<file path="config.mk">
export PLATFORM = sky130hd
export DESIGN_NAME = byte_2_word
export DESIGN_NICKNAME = d
export VERILOG_FILES = /design/src/rtl/uart_pkg.sv /design/src/rtl/b2w_timeout.sv /design/src/rtl/byte_2_word.sv
export SDC_FILE = /design/constraint.sdc
export NUM_CORES = 1
export LEC_CHECK = 0
export BUFFER_PORTS_ARGS = -buffer_cell sky130_fd_sc_hd__buf_2
export CAP_MARGIN = 20
export CORE_ASPECT_RATIO = 1.2
export CORE_MARGIN = 2
export CORE_UTILIZATION = 50
export CTS_BUF_LIST = sky130_fd_sc_hd__clkbuf_16
export CTS_CLUSTER_SIZE = 12
export DETAILED_ROUTE_END_ITERATION = 10
export PLACE_DENSITY = 0.74
export SLEW_MARGIN = 20
export SYNTH_ARGS = -nofsm -noshare
export SYNTH_HDL_FRONTEND = slang
export SYNTH_HIERARCHICAL = 1
export SYNTH_SLANG_ARGS = --single-unit
</file>
<file path="constraint.sdc">
create_clock -name clk -period 2.9 [get_ports clk]
set_input_delay 0.58 -clock clk [delete_from_list [all_inputs] [get_ports clk]]
set_output_delay 0.58 -clock clk [all_outputs]
set_load 0.03 [all_outputs]
</file>
<file path="src/rtl/uart_pkg.sv">
// Shared UART word/byte widths and the byte-to-word reassembler state encoding.
// Declarations only; no latency or flow control.
package uart_pkg;

  localparam int BYTE_W = 8;
  localparam int WORD_W = 16;
  localparam int TMR_W  = 8;

  typedef enum logic [0:0] {
    IDLE    = 1'b0,
    WAIT_HI = 1'b1
  } b2w_state_t;

endpackage

</file>
<file path="src/rtl/b2w_timeout.sv">
// Inter-byte timer for byte_2_word; expire is combinational, count updates one edge later.
// No backpressure: advances only on ce cycles, holds otherwise.
module b2w_timeout
  import uart_pkg::*;
#(
  parameter int TIMEOUT = 16
) (
  input  logic clk,
  input  logic rst,
  input  logic ce,
  input  logic clr,
  input  logic en,
  output logic expire
);

  localparam logic [TMR_W-1:0] LAST = TMR_W'(TIMEOUT - 1);

  logic [TMR_W-1:0] count;

  assign expire = en && (count == LAST);

  // Restart from zero after expiring, so the count never wraps.
  always_ff @(posedge clk) begin
    if (rst) begin
      count <= '0;
    end else if (ce) begin
      if (clr || expire) begin
        count <= '0;
      end else if (en) begin
        count <= count + 8'd1;
      end
    end
  end

endmodule

</file>
<file path="src/rtl/byte_2_word.sv">
// Pairs low/high bytes into 16-bit words; one register stage from high byte to word_dv.
// No backpressure: ce stalls everything; an orphaned low byte is dropped after TIMEOUT ce cycles.
module byte_2_word
  import uart_pkg::*;
#(
  parameter int TIMEOUT = 16
) (
  input  logic              clk,
  input  logic              rst,
  input  logic              ce,
  input  logic              byte_dv,
  input  logic [BYTE_W-1:0] byteee,
  output logic              word_dv,
  output logic [WORD_W-1:0] word,
  output logic              err,
  output logic [7:0]        err_cnt
);

  b2w_state_t        state;
  logic [BYTE_W-1:0] low_reg;
  logic              tmr_clr;
  logic              tmr_en;
  logic              tmr_expire;

  assign tmr_clr = (state == IDLE) && byte_dv;
  assign tmr_en  = (state == WAIT_HI) && !byte_dv;

  b2w_timeout #(
    .TIMEOUT(TIMEOUT)
  ) u_timeout (
    .clk   (clk),
    .rst   (rst),
    .ce    (ce),
    .clr   (tmr_clr),
    .en    (tmr_en),
    .expire(tmr_expire)
  );

  always_ff @(posedge clk) begin
    if (rst) begin
      state   <= IDLE;
      low_reg <= '0;
      word    <= '0;
      word_dv <= 1'b0;
      err     <= 1'b0;
      err_cnt <= '0;
    end else if (ce) begin
      word_dv <= 1'b0;
      err     <= 1'b0;
      case (state)
        IDLE: begin
          if (byte_dv) begin
            low_reg <= byteee;
            state   <= WAIT_HI;
          end
        end
        WAIT_HI: begin
          // A high byte on the expiry cycle wins over the timeout.
          if (byte_dv) begin
            word    <= {byteee, low_reg};
            word_dv <= 1'b1;
            state   <= IDLE;
          end else if (tmr_expire) begin
            err     <= 1'b1;
            low_reg <= '0;
            state   <= IDLE;
            if (err_cnt != 8'hFF) begin
              err_cnt <= err_cnt + 8'd1;
            end
          end
        end
        default: state <= IDLE;
      endcase
    end
  end

endmodule

</file>
Word level (Yosys, flattened, before mapping):

Index checks and enable logic that the tools add are counted.

* add/subtract/negate cells: 2
* equal/unequal tests: 5
* mux-type cells: 14
* bitwise gates (word level): 2
* reductions and logical operators: 10

Operators with widths (count)
* 2-to-1 mux 8 bit: 5
* adder 8 x 1 -> 8 bit (second input constant): 2
* case mux 8 bit (2 select lines): 1
* equality test 8 x 4 -> 1 bit (second input constant): 1
* != test 8 bit (second input constant): 1
* 2-to-1 mux 1 bit: 7
* AND reduction 5 bit: 1
* != test 2 bit (second input constant): 2
* AND reduction 4 bit: 1
* logical AND 1 bit: 3
* AND reduction 3 bit: 1
* != test 2 x 1 -> 1 bit (second input constant): 1
* inverter 1 bit: 2
* case mux 1 bit (2 select lines): 1
* AND reduction 2 bit: 1
* nonzero test 2 bit: 1
* zero test 1 bit: 1
* logical OR 1 bit: 1

* register bits after elaboration: 43
* input bits: 12
* output and inout port bits: 26
* logic and storage cells: 40

Longest topological paths before layout:

Gate-level depths: netlist of the first run.

* word-level depth: 6
* mapped depth: 7
* depth with buffers taken out: 7

Modules after synthesis:

The synthesis of the first run kept the hierarchy.

By module, submodules not included
* byte_2_word: instances 1, cells each 168, area each 1405.1 sq um, seq. area each 700.7 sq um
* b2w_timeout: instances 1, cells each 47, area each 440.4 sq um, seq. area each 160.2 sq um

Least setup slack after synthesis of the first run:

OpenSTA, ideal clock, no wires.

* path type: input port to flip-flop
* from: in byte_dv
* to: reg err_cnt[4]
* library setup time: 0.070 ns
* data arrival time: 2.125 ns
* required time: 2.830 ns
* path slack: 0.704 ns
* stages: 7
* path buffers: 1
* cells stage by stage: clkbuf_1 > nor2b_1 > and4_2 > nand4b_4 > a21o_1 > or3_1 > a21oi_1

* word-level cells in the longest chain between the ends: 4
* elaborated cells between the ends (all ways): 5
* those cells by class: 1 x bitwise; 4 x reduce/logical

Ends and longest elaborated chain
* from (decl): line byte_2_word.sv:11 `input logic byte_dv,`
* zero test 1 bit: line byte_2_word.sv:26 `assign tmr_en = (state == WAIT_HI) && !byte_dv;`
* logical AND 1 bit: line byte_2_word.sv:26
* net tmr_en: line byte_2_word.sv:22 `logic tmr_en;`
* logical AND 1 bit: line b2w_timeout.sv:20 `assign expire = en && (count == LAST);`
* net tmr_expire: line byte_2_word.sv:23 `logic tmr_expire;`
* AND reduction 5 bit (no source line)
* to (signal assigned): line byte_2_word.sv:68 `err_cnt <= err_cnt + 8'd1;`
* to (decl): line byte_2_word.sv:16 `output logic [7:0] err_cnt`

The timed path passes the listed nets, and every way through them passes these cells.
A chain may end at the register's enable or synchronous reset.

Worst setup path after layout of the first run:

* from: reg state
* to: reg err_cnt[6]

* word-level cells in the longest chain between the ends: 3

Ends and longest elaborated chain
* from (decl): line byte_2_word.sv:19 `b2w_state_t state;`
* from (signal assigned): line byte_2_word.sv:41 `state <= IDLE;`
* from (signal assigned): line byte_2_word.sv:54 `state <= WAIT_HI;`
* from (signal assigned): line byte_2_word.sv:62 `state <= IDLE;`
* logical AND 1 bit: line byte_2_word.sv:26
* net tmr_en: line byte_2_word.sv:22
* logical AND 1 bit: line b2w_timeout.sv:20
* net tmr_expire: line byte_2_word.sv:23
* AND reduction 5 bit (no source line)

The timed path passes the listed nets, and every way through them passes these cells.

==> metrics.log, run 1 <==
INFO  metric outcome = completed
INFO  metric yosys.area_share.simple = 0.267
INFO  metric synth_compound_area_frac = 0.198
INFO  metric grt_setup_unrepaired = no
INFO  metric critPathLaunchType = flop
INFO  metric post_cts_hold_buffer_count = 0
INFO  metric fp-row-count = 24
INFO  metric worstPathBufferInverterCount = 0
INFO  metric first_pass_grt_wire_length = 6.49 mm
INFO  metric endpoint_kind = flop
INFO  metric maxCapViolCount = 0
INFO  metric slowest_stage = sky130_fd_sc_hd__dfxtp_1
INFO  metric largest_register_ffs = 16
INFO  metric numClockSinks = 43
INFO  metric power_density = 630 nW/um^2
INFO  metric cts-buffers-inserted = 5
INFO  metric synthDistinctLibCells = 45
INFO  metric seq_area_frac_synth = 0.466
INFO  metric antenna-diode-count = 0
INFO  metric yosys.area_share.xor_xnor = 0.0142
INFO  metric track_usage = 0.202
INFO  metric ctsResizeCount = 0
INFO  metric design.final.nets = 260
INFO  metric finalSetupViolations = 0
INFO  metric design.portCount = 38
INFO  metric postLayoutCellArea = 2210 um^2
INFO  metric syn_area = 1850 um^2
INFO  metric path_max_fanout = 16
INFO  metric detail-route-antenna-nets = 0
INFO  metric floorplan.initialDensity = 0.516
INFO  metric die_w = 59.5 um
INFO  metric cts_root_buf = sky130_fd_sc_hd__clkbuf_16
INFO  metric postSynthRegisterBits = 43
INFO  metric finalWorstSetupSlack = 0.656 ns
INFO  metric area.growth.synth_to_final = 20.0%
INFO  metric pre_repair_dr_iteration_count = 4
INFO  metric clock_tree_from_tritoncts = yes
INFO  metric dieArea = 4190 um^2
INFO  metric number_of_warnings_reported_in_the_yosys_synthesis_log = 6
INFO  metric timing.hold.ws = 0.449 ns
INFO  metric grt_remaining_overflow = 0
INFO  metric timing.setup.critical_path_class = flop to flop
INFO  metric drtIter0Drc = 67
INFO  metric finalCriticalPeriod = 2.24 ns
INFO  metric timing.setup.tns = 0 ns
INFO  metric largest-register = word
INFO  metric pre_cts_slack = 0.505 ns
INFO  metric synth-edff-count = 0
INFO  metric slew_headroom = 0.483
INFO  metric syn_inst = 215
INFO  metric port-buffer-count = 37
INFO  metric post_cts.repair.setup_buffers = 0
INFO  metric clock_transition_at_the_register_clock_pins_on_the_worst_setup_and_hold_paths_after_cts = 0.06 ns
INFO  metric drive_gt1_frac = 0.215
INFO  metric max_slew.worst_pin.slew = 0.776 ns
INFO  metric route.final.wire_length = 3.86 mm
INFO  metric timing.final.max_slew_violations = 0
INFO  metric report.final.hold_viol_count = 0
INFO  metric via_count_of_the_first_global_routing_pass = 1421
INFO  metric core_region_area = 3570 um^2
INFO  metric period_share = 0.774
INFO  metric fp.dieH = 70.6 um
INFO  metric worstSkewPairLatency = 0.28 ns
INFO  metric mappedNetlistNets = 229
INFO  metric layout.filler_cells = 318
INFO  metric fmaxAchievable = 446 MHz
INFO  metric critPathRequiredTime = 3.08 ns
INFO  metric syn_avg_cell_area = 8.58 um^2
INFO  metric initial_antenna_violation_count = 0
INFO  metric synth-main-ff-cell = sky130_fd_sc_hd__dfxtp_1
INFO  metric largest_voltage_drop_on_the_vdd_net = 0.468 mV
INFO  metric worstPathArrival = 2.42 ns
INFO  metric synth-adder-area-share = 0.0136
INFO  metric cts_max_path_buffers = 2
INFO  metric routed_wire_length_per_instance = 13.5 um
INFO  metric routed_via_density = 5.70
INFO  metric grt_max_degree = 44
INFO  metric dr_total_vias = 1629
INFO  metric leakagePower = 0.867 nW
INFO  metric remaining_drc_errors = 0
INFO  metric global_placer_s_final_weighted_congestion = 0.897
INFO  metric critical_path.cell_chain = nor2b_1 -> and4_2 -> nand4b_4 -> nor3_1 -> nor2_1 -> a311oi_1
INFO  metric timing.clock.skew = 0.00645 ns
INFO  metric hold_path_class = flop to flop
INFO  metric main_combinational_cell_family_by_area_after_synthesis = simple AND/OR/NAND/NOR gates
INFO  metric dp_hpwl = 2.57 mm
INFO  metric htree_levels = 2
INFO  metric synth.area.mux_share = 0.00542
INFO  metric synth-async-reset-ratio = 0
INFO  metric critical-path-top-delay-family = simple AND/OR/NAND/NOR gates
INFO  metric placed_cell_area = 2030 um^2
INFO  metric slowest_delay = 0.59 ns
-- worst register-to-register path: cells and delay by family (launching register included) --
kind            cells  cell delay (ns)
compound gates      1             0.28
flops               1             0.59
simple gates        5             1.27
-- cell usage in the layout (no fill, tap or decap), types with 2 or more instances in the layout --
cell type                   instances
sky130_fd_sc_hd__nor3_1             4
sky130_fd_sc_hd__buf_2             37
sky130_fd_sc_hd__and3_1             3
sky130_fd_sc_hd__a21o_1             2
sky130_fd_sc_hd__nand2_1           47
sky130_fd_sc_hd__a211oi_1           2
sky130_fd_sc_hd__o21ai_0            4
sky130_fd_sc_hd__dfxtp_1           43
sky130_fd_sc_hd__nand2b_1           2
sky130_fd_sc_hd__or3_2              2
sky130_fd_sc_hd__clkbuf_16          5
sky130_fd_sc_hd__nand4b_1           8
sky130_fd_sc_hd__a311oi_1           2
sky130_fd_sc_hd__xor2_1             2
sky130_fd_sc_hd__inv_1              4
sky130_fd_sc_hd__nor2b_1            2
sky130_fd_sc_hd__bufinv_16          2
sky130_fd_sc_hd__nor4_1             2
sky130_fd_sc_hd__ha_1               2
sky130_fd_sc_hd__a221oi_1           5
sky130_fd_sc_hd__nand3_1            7
sky130_fd_sc_hd__nor2_1             6
sky130_fd_sc_hd__o31ai_1            2
sky130_fd_sc_hd__a21oi_1           31
sky130_fd_sc_hd__and4_1             2
-- per-stage QoR --
stage	instances	power (W)	util
after detailed placement	278	0.000699	0.567
after floorplan	215	0.000677	-
final	286	0.00140	0.620
after global routing	286	0.00145	0.620
after global placement	278	0.000699	0.567
after CTS	286	0.00142	0.620
-- cells in the mapped netlist, types with 2 or more instances --
| cell type | n | share of area |
|---|---|---|
| sky130_fd_sc_hd__a21o_1 | 2 | 0.0081 |
| sky130_fd_sc_hd__a21oi_1 | 31 | 0.084 |
| sky130_fd_sc_hd__inv_1 | 3 | 0.0061 |
| sky130_fd_sc_hd__buf_1 | 2 | 0.0041 |
| sky130_fd_sc_hd__nor2b_1 | 2 | 0.0068 |
| sky130_fd_sc_hd__o31ai_1 | 2 | 0.0081 |
| sky130_fd_sc_hd__or3_2 | 2 | 0.0081 |
| sky130_fd_sc_hd__a311oi_1 | 2 | 0.0095 |
| sky130_fd_sc_hd__o21ai_0 | 4 | 0.011 |
| sky130_fd_sc_hd__a211oi_1 | 2 | 0.0081 |
| sky130_fd_sc_hd__nor2_1 | 6 | 0.012 |
| sky130_fd_sc_hd__nand3_1 | 7 | 0.019 |
| sky130_fd_sc_hd__nand2_1 | 47 | 0.096 |
| sky130_fd_sc_hd__clkbuf_1 | 7 | 0.014 |
| sky130_fd_sc_hd__and4_1 | 2 | 0.0095 |
| sky130_fd_sc_hd__nand2b_1 | 2 | 0.0068 |
| sky130_fd_sc_hd__a221oi_1 | 5 | 0.024 |
| sky130_fd_sc_hd__nor4_1 | 2 | 0.0068 |
| sky130_fd_sc_hd__nor3_1 | 4 | 0.011 |
| sky130_fd_sc_hd__nand4b_1 | 8 | 0.038 |
| sky130_fd_sc_hd__dfxtp_1 | 43 | 0.47 |
| sky130_fd_sc_hd__ha_1 | 2 | 0.014 |
| sky130_fd_sc_hd__xor2_1 | 2 | 0.0095 |
| sky130_fd_sc_hd__buf_2 | 3 | 0.0081 |
| sky130_fd_sc_hd__and3_1 | 3 | 0.010 |
-- power breakdown --
| group | leakage, nW | internal (W) | total (W) | switching [W] |
|---|---|---|---|---|
| logic | 0.424 | 0.0000247 | 0.0000751 | 0.0000504 |
| registers | 0.348 | 0.000602 | 0.000611 | 0.00000917 |
| clock network | 0.0952 | 0.000490 | 0.000709 | 0.000219 |
-- area by class of cell --
cell class	instances	area, um^2	area share
clock inverter	3	63.8	0.0288
multi-input combinational	156	920	0.415
timing repair buffer	37	185	0.0836
tap	39	48.8	0.0220
clock buffer	5	125	0.0565
inverter	3	11.3	0.00508
sequential	43	861	0.389
-- cell families after synthesis --
group / count (synthesis)
compound gates: 57
xor+xnor: 3
fa+ha+maj: 2
buf+inv: 16
flops: 43
mux: 1
simple gates: 93
-- path summary, 6_finish.rpt --
kind | depth (start not counted) | slack (ns) | from | endpoint
max | 6 | 0.66 | state | err_cnt[6]
min | 2 | 0.45 | word[14] | word[14]
max reg2reg | 6 | 0.66 | state | err_cnt[6]
min reg2reg | 2 | 0.45 | word[14] | word[14]
-- routing by layer --
layer / vias up / routed length [um] / GRT usage
li1: 842 / - / -
met1: 754 / 1760 / 0.267
met2: 27 / 1900 / 0.313
met3: 6 / 135 / 0.0548
met4: 0 / 57 / 0.0758
met5: - / 0 / 0
No activity file was read; power rests on OpenSTA's default activity.
==> run 2, diff against run 1 <==
--- a/config.mk
+++ b/config.mk
@@ -5,6 +5,7 @@
 export SDC_FILE = /design/constraint.sdc
 export NUM_CORES = 1
 export LEC_CHECK = 0
+export ABC_AREA = 1
 export BUFFER_PORTS_ARGS = -buffer_cell sky130_fd_sc_hd__buf_2
 export CAP_MARGIN = 20
 export CORE_ASPECT_RATIO = 1.2
@@ -13,7 +14,7 @@
 export CTS_BUF_LIST = sky130_fd_sc_hd__clkbuf_16
 export CTS_CLUSTER_SIZE = 12
 export DETAILED_ROUTE_END_ITERATION = 10
-export PLACE_DENSITY = 0.74
+export PLACE_DENSITY = 0.73
 export SLEW_MARGIN = 20
 export SYNTH_ARGS = -nofsm -noshare
 export SYNTH_HDL_FRONTEND = slang
==> constraint.sdc (replaced) <==
create_clock -name clk -period 2.3 [get_ports clk]
set_input_delay 0.46 -clock clk [delete_from_list [all_inputs] [get_ports clk]]
set_output_delay 0.46 -clock clk [all_outputs]
set_load 0.03 [all_outputs]
==> run 2 against run 1 <==
Net effect:
- routed wire length is 4.7% higher
- sequential power increased by 25%
- combinational power is 42% higher
- largest cell class unchanged
- worst setup slack got worse by 0.18 ns
- clock power fell by 6.9%
- critical path depth is 5 higher
==> metrics.log, run 2 <==
INFO  metric outcome = completed
INFO  metric report.final.hold_viol_count = 0
INFO  metric numClockSinks = 43
INFO  metric postLayoutCellArea = 2310 um^2
INFO  metric routed_wire_length_per_instance = 11.2 um
INFO  metric initial_antenna_violation_count = 0
INFO  metric syn_area = 1950 um^2
INFO  metric slew_headroom = 0.726
INFO  metric core_region_area = 3690 um^2
INFO  metric synth-async-reset-ratio = 0
INFO  metric final-seq-area = 861 um^2
INFO  metric critical-path-top-delay-family = simple AND/OR/NAND/NOR gates
INFO  metric dp_hpwl = 2.98 mm
INFO  metric netlist.top_cell.by_area = sky130_fd_sc_hd__dfxtp_1
INFO  metric mappedNetlistNets = 283
INFO  metric timing.setup.tns = 0 ns
INFO  metric cts_max_path_buffers = 2
INFO  metric clock_transition_at_the_register_clock_pins_on_the_worst_setup_and_hold_paths_after_cts = 0.06 ns
INFO  metric design.final.nets = 321
INFO  metric global_placer_s_final_weighted_congestion = 0.867
INFO  metric dr_total_vias = 1806
INFO  metric period_share = 0.795
INFO  metric grt_setup_unrepaired = no
INFO  metric design.portCount = 38
INFO  metric dieArea = 4420 um^2
INFO  metric maxCapViolCount = 0
INFO  metric finalCriticalPeriod = 1.83 ns
INFO  metric worstPathArrival = 2.00 ns
INFO  metric largest-register = word
INFO  metric track_usage = 0.194
INFO  metric grt_remaining_overflow = 0
INFO  metric number_of_warnings_reported_in_the_yosys_synthesis_log = 6
INFO  metric syn_avg_cell_area = 7.25 um^2
INFO  metric synth-edff-count = 0
INFO  metric path_max_fanout = 10
INFO  metric postSynthRegisterBits = 43
INFO  metric sequentialPowerShare = 0.500
INFO  metric worstPathBufferInverterCount = 3
INFO  metric synth-main-ff-cell = sky130_fd_sc_hd__dfxtp_1
INFO  metric via_count_of_the_first_global_routing_pass = 1572
INFO  metric detail-route-antenna-nets = 0
INFO  metric endpoint_kind = flop
INFO  metric drive_gt1_frac = 0.195
INFO  metric clkPwrFrac = 0.430
INFO  metric clock_tree_from_tritoncts = yes
INFO  metric slowest_delay = 0.35 ns
INFO  metric timing.clock.skew = 0.00457 ns
INFO  metric timing.final.max_slew_violations = 0
INFO  metric multi_input_comb_area = 931 um^2
INFO  metric cts-buffers-inserted = 5
INFO  metric remaining_drc_errors = 0
INFO  metric switching_share = 0.225
INFO  metric max_slew.worst_pin.slew = 0.409 ns
INFO  metric synth.area.top_cells = sky130_fd_sc_hd__dfxtp_1 44%, sky130_fd_sc_hd__nand2_1 11%, sky130_fd_sc_hd__nand3_1 11%
INFO  metric fp.dieH = 72.4 um
INFO  metric route.final.wire_length = 4.04 mm
INFO  metric power_density = 663 nW/um^2
INFO  metric post_cts_hold_buffer_count = 0
INFO  metric synth_most_common_cell = sky130_fd_sc_hd__nand2_1
INFO  metric floorplan.initialDensity = 0.528
INFO  metric grt_max_degree = 21
INFO  metric p_switching = 0.000345 W
INFO  metric finalSetupViolations = 0
INFO  metric area.growth.synth_to_final = 18.5%
INFO  metric p_int = 0.00119 W
INFO  metric port-buffer-count = 37
INFO  metric first_pass_grt_wire_length = 6.60 mm
INFO  metric htree_levels = 2
INFO  metric timing.setup.critical_path_class = flop to flop
INFO  metric finalWorstSetupSlack = 0.472 ns
INFO  metric synthDominantCellAreaShare = 0.442
INFO  metric power.share.combinational = 0.070
INFO  metric worstSkewPairLatency = 0.28 ns
INFO  metric fp-row-count = 24
INFO  metric seq_area_frac_synth = 0.442
INFO  metric mostFrequentLayoutCells = 59 x sky130_fd_sc_hd__nand2_1, 43 x sky130_fd_sc_hd__nand3_1, 43 x sky130_fd_sc_hd__dfxtp_1
INFO  metric mostFrequentLayoutCell = sky130_fd_sc_hd__nand2_1
INFO  metric slowest_stage = sky130_fd_sc_hd__nor2_1
INFO  metric largest_voltage_drop_on_the_vdd_net = 0.451 mV
INFO  metric hold_path_class = flop to flop
INFO  metric antenna-diode-count = 0
INFO  metric placed_cell_area = 2170 um^2
INFO  metric die_w = 61 um
INFO  metric synthDistinctLibCells = 22
INFO  metric cts_root_buf = sky130_fd_sc_hd__clkbuf_16
INFO  metric drtIter0Drc = 80
INFO  metric crit_top_cell = sky130_fd_sc_hd__nor2_1
INFO  metric syn_inst = 269
INFO  metric layout.filler_cells = 384
INFO  metric pre_repair_dr_iteration_count = 4
INFO  metric synth.cells.most_frequent = 59 x sky130_fd_sc_hd__nand2_1, 43 x sky130_fd_sc_hd__dfxtp_1, 43 x sky130_fd_sc_hd__nand3_1
INFO  metric leakagePower = 1.02 nW
INFO  metric pre_cts_slack = 0.356 ns
INFO  metric fin_total_pwr = 0.00153 W
INFO  metric post_cts.repair.setup_buffers = 0
INFO  metric fmaxAchievable = 547 MHz
INFO  metric routed_via_density = 5.02
INFO  metric critPathRequiredTime = 2.47 ns
INFO  metric critPathLaunchType = flop
INFO  metric largest_register_ffs = 16
INFO  metric ctsResizeCount = 0
INFO  metric critical_path.cell_chain = inv_2 -> nor2_4 -> inv_1 -> nor2_1 -> nand3_2 -> inv_1 -> nand2_1 -> nor2_1 -> nand4_1 -> nor2_1 -> nor2_1
[run 2: cell count changes after synthesis, moves of 5 or more]
cell,change
sky130_fd_sc_hd__inv_1,+25
sky130_fd_sc_hd__nand3_1,+36
sky130_fd_sc_hd__nand2_1,+12
sky130_fd_sc_hd__nand4b_1,-8
sky130_fd_sc_hd__a221oi_1,-5
sky130_fd_sc_hd__nor2_1,+21
[run 2: cell type report]
class | instances | share of cell area
multi-input combinational | 188 | 0.403
sequential | 43 | 0.372
timing repair buffer | 39 | 0.0866
clock buffer | 5 | 0.0541
inverter | 30 | 0.0487
tap | 52 | 0.0282
clock inverter | 3 | 0.00704
[run 2: worst register-to-register path, delay by kind of cell, from the launching register on]
kind | cells | cell delay [ns]
simple gates | 8 | 1.14
flops | 1 | 0.34
buf+inv | 3 | 0.24
[run 2: logic make-up (layout without fill, tap and decap cells)]
| group | after synthesis | in the layout | synth area share |
|---|---|---|---|
| simple gates | 147 | 147 | 0.352 |
| flops | 43 | 43 | 0.442 |
| buf+inv | 38 | 77 | 0.0809 |
| compound gates | 34 | 34 | 0.0905 |
| xor+xnor | 5 | 5 | 0.0225 |
| fa+ha+maj | 2 | 2 | 0.0128 |
[run 2: metrics by stage]
step | hold WS [ns] | util | cells
after global placement | 0.449 | 0.587 | 352
after CTS | 0.458 | 0.626 | 360
after global routing | 0.465 | 0.626 | 360
after detailed placement | 0.450 | 0.587 | 352
final | 0.456 | 0.626 | 360
after floorplan | 0.461 | - | 269
[run 2: final timing paths]
kind                 from         end  slack (ns)  cells past startpoint
hold / removal    word[7]     word[7]        0.46                      2
setup reg to reg    state  err_cnt[7]        0.47                     11
hold reg to reg   word[7]     word[7]        0.46                      2
setup / recovery    state  err_cnt[7]        0.47                     11
[run 2: power groups by stage]
stage	logic [W]	clock network [W]	registers (W)
2_1_floorplan	0.0000694	0	0.000787
3_3_place_gp	0.000107	0	0.000782
3_5_place_dp	0.000108	0	0.000782
4_1_cts	0.000108	0.000679	0.000766
5_1_grt	0.000119	0.000706	0.000767
6_report	0.000107	0.000660	0.000766
[run 2: layer usage]
| metal | GRT usage | routed length, um | part of all wire |
|---|---|---|---|
| met2 | 0.338 | 2060 | 0.51 |
| met5 | 0 | 0 | 0 |
| met1 | 0.234 | 1820 | 0.45 |
| met4 | 0.0725 | 32 | 0.0079 |
| met3 | 0.0321 | 126 | 0.031 |
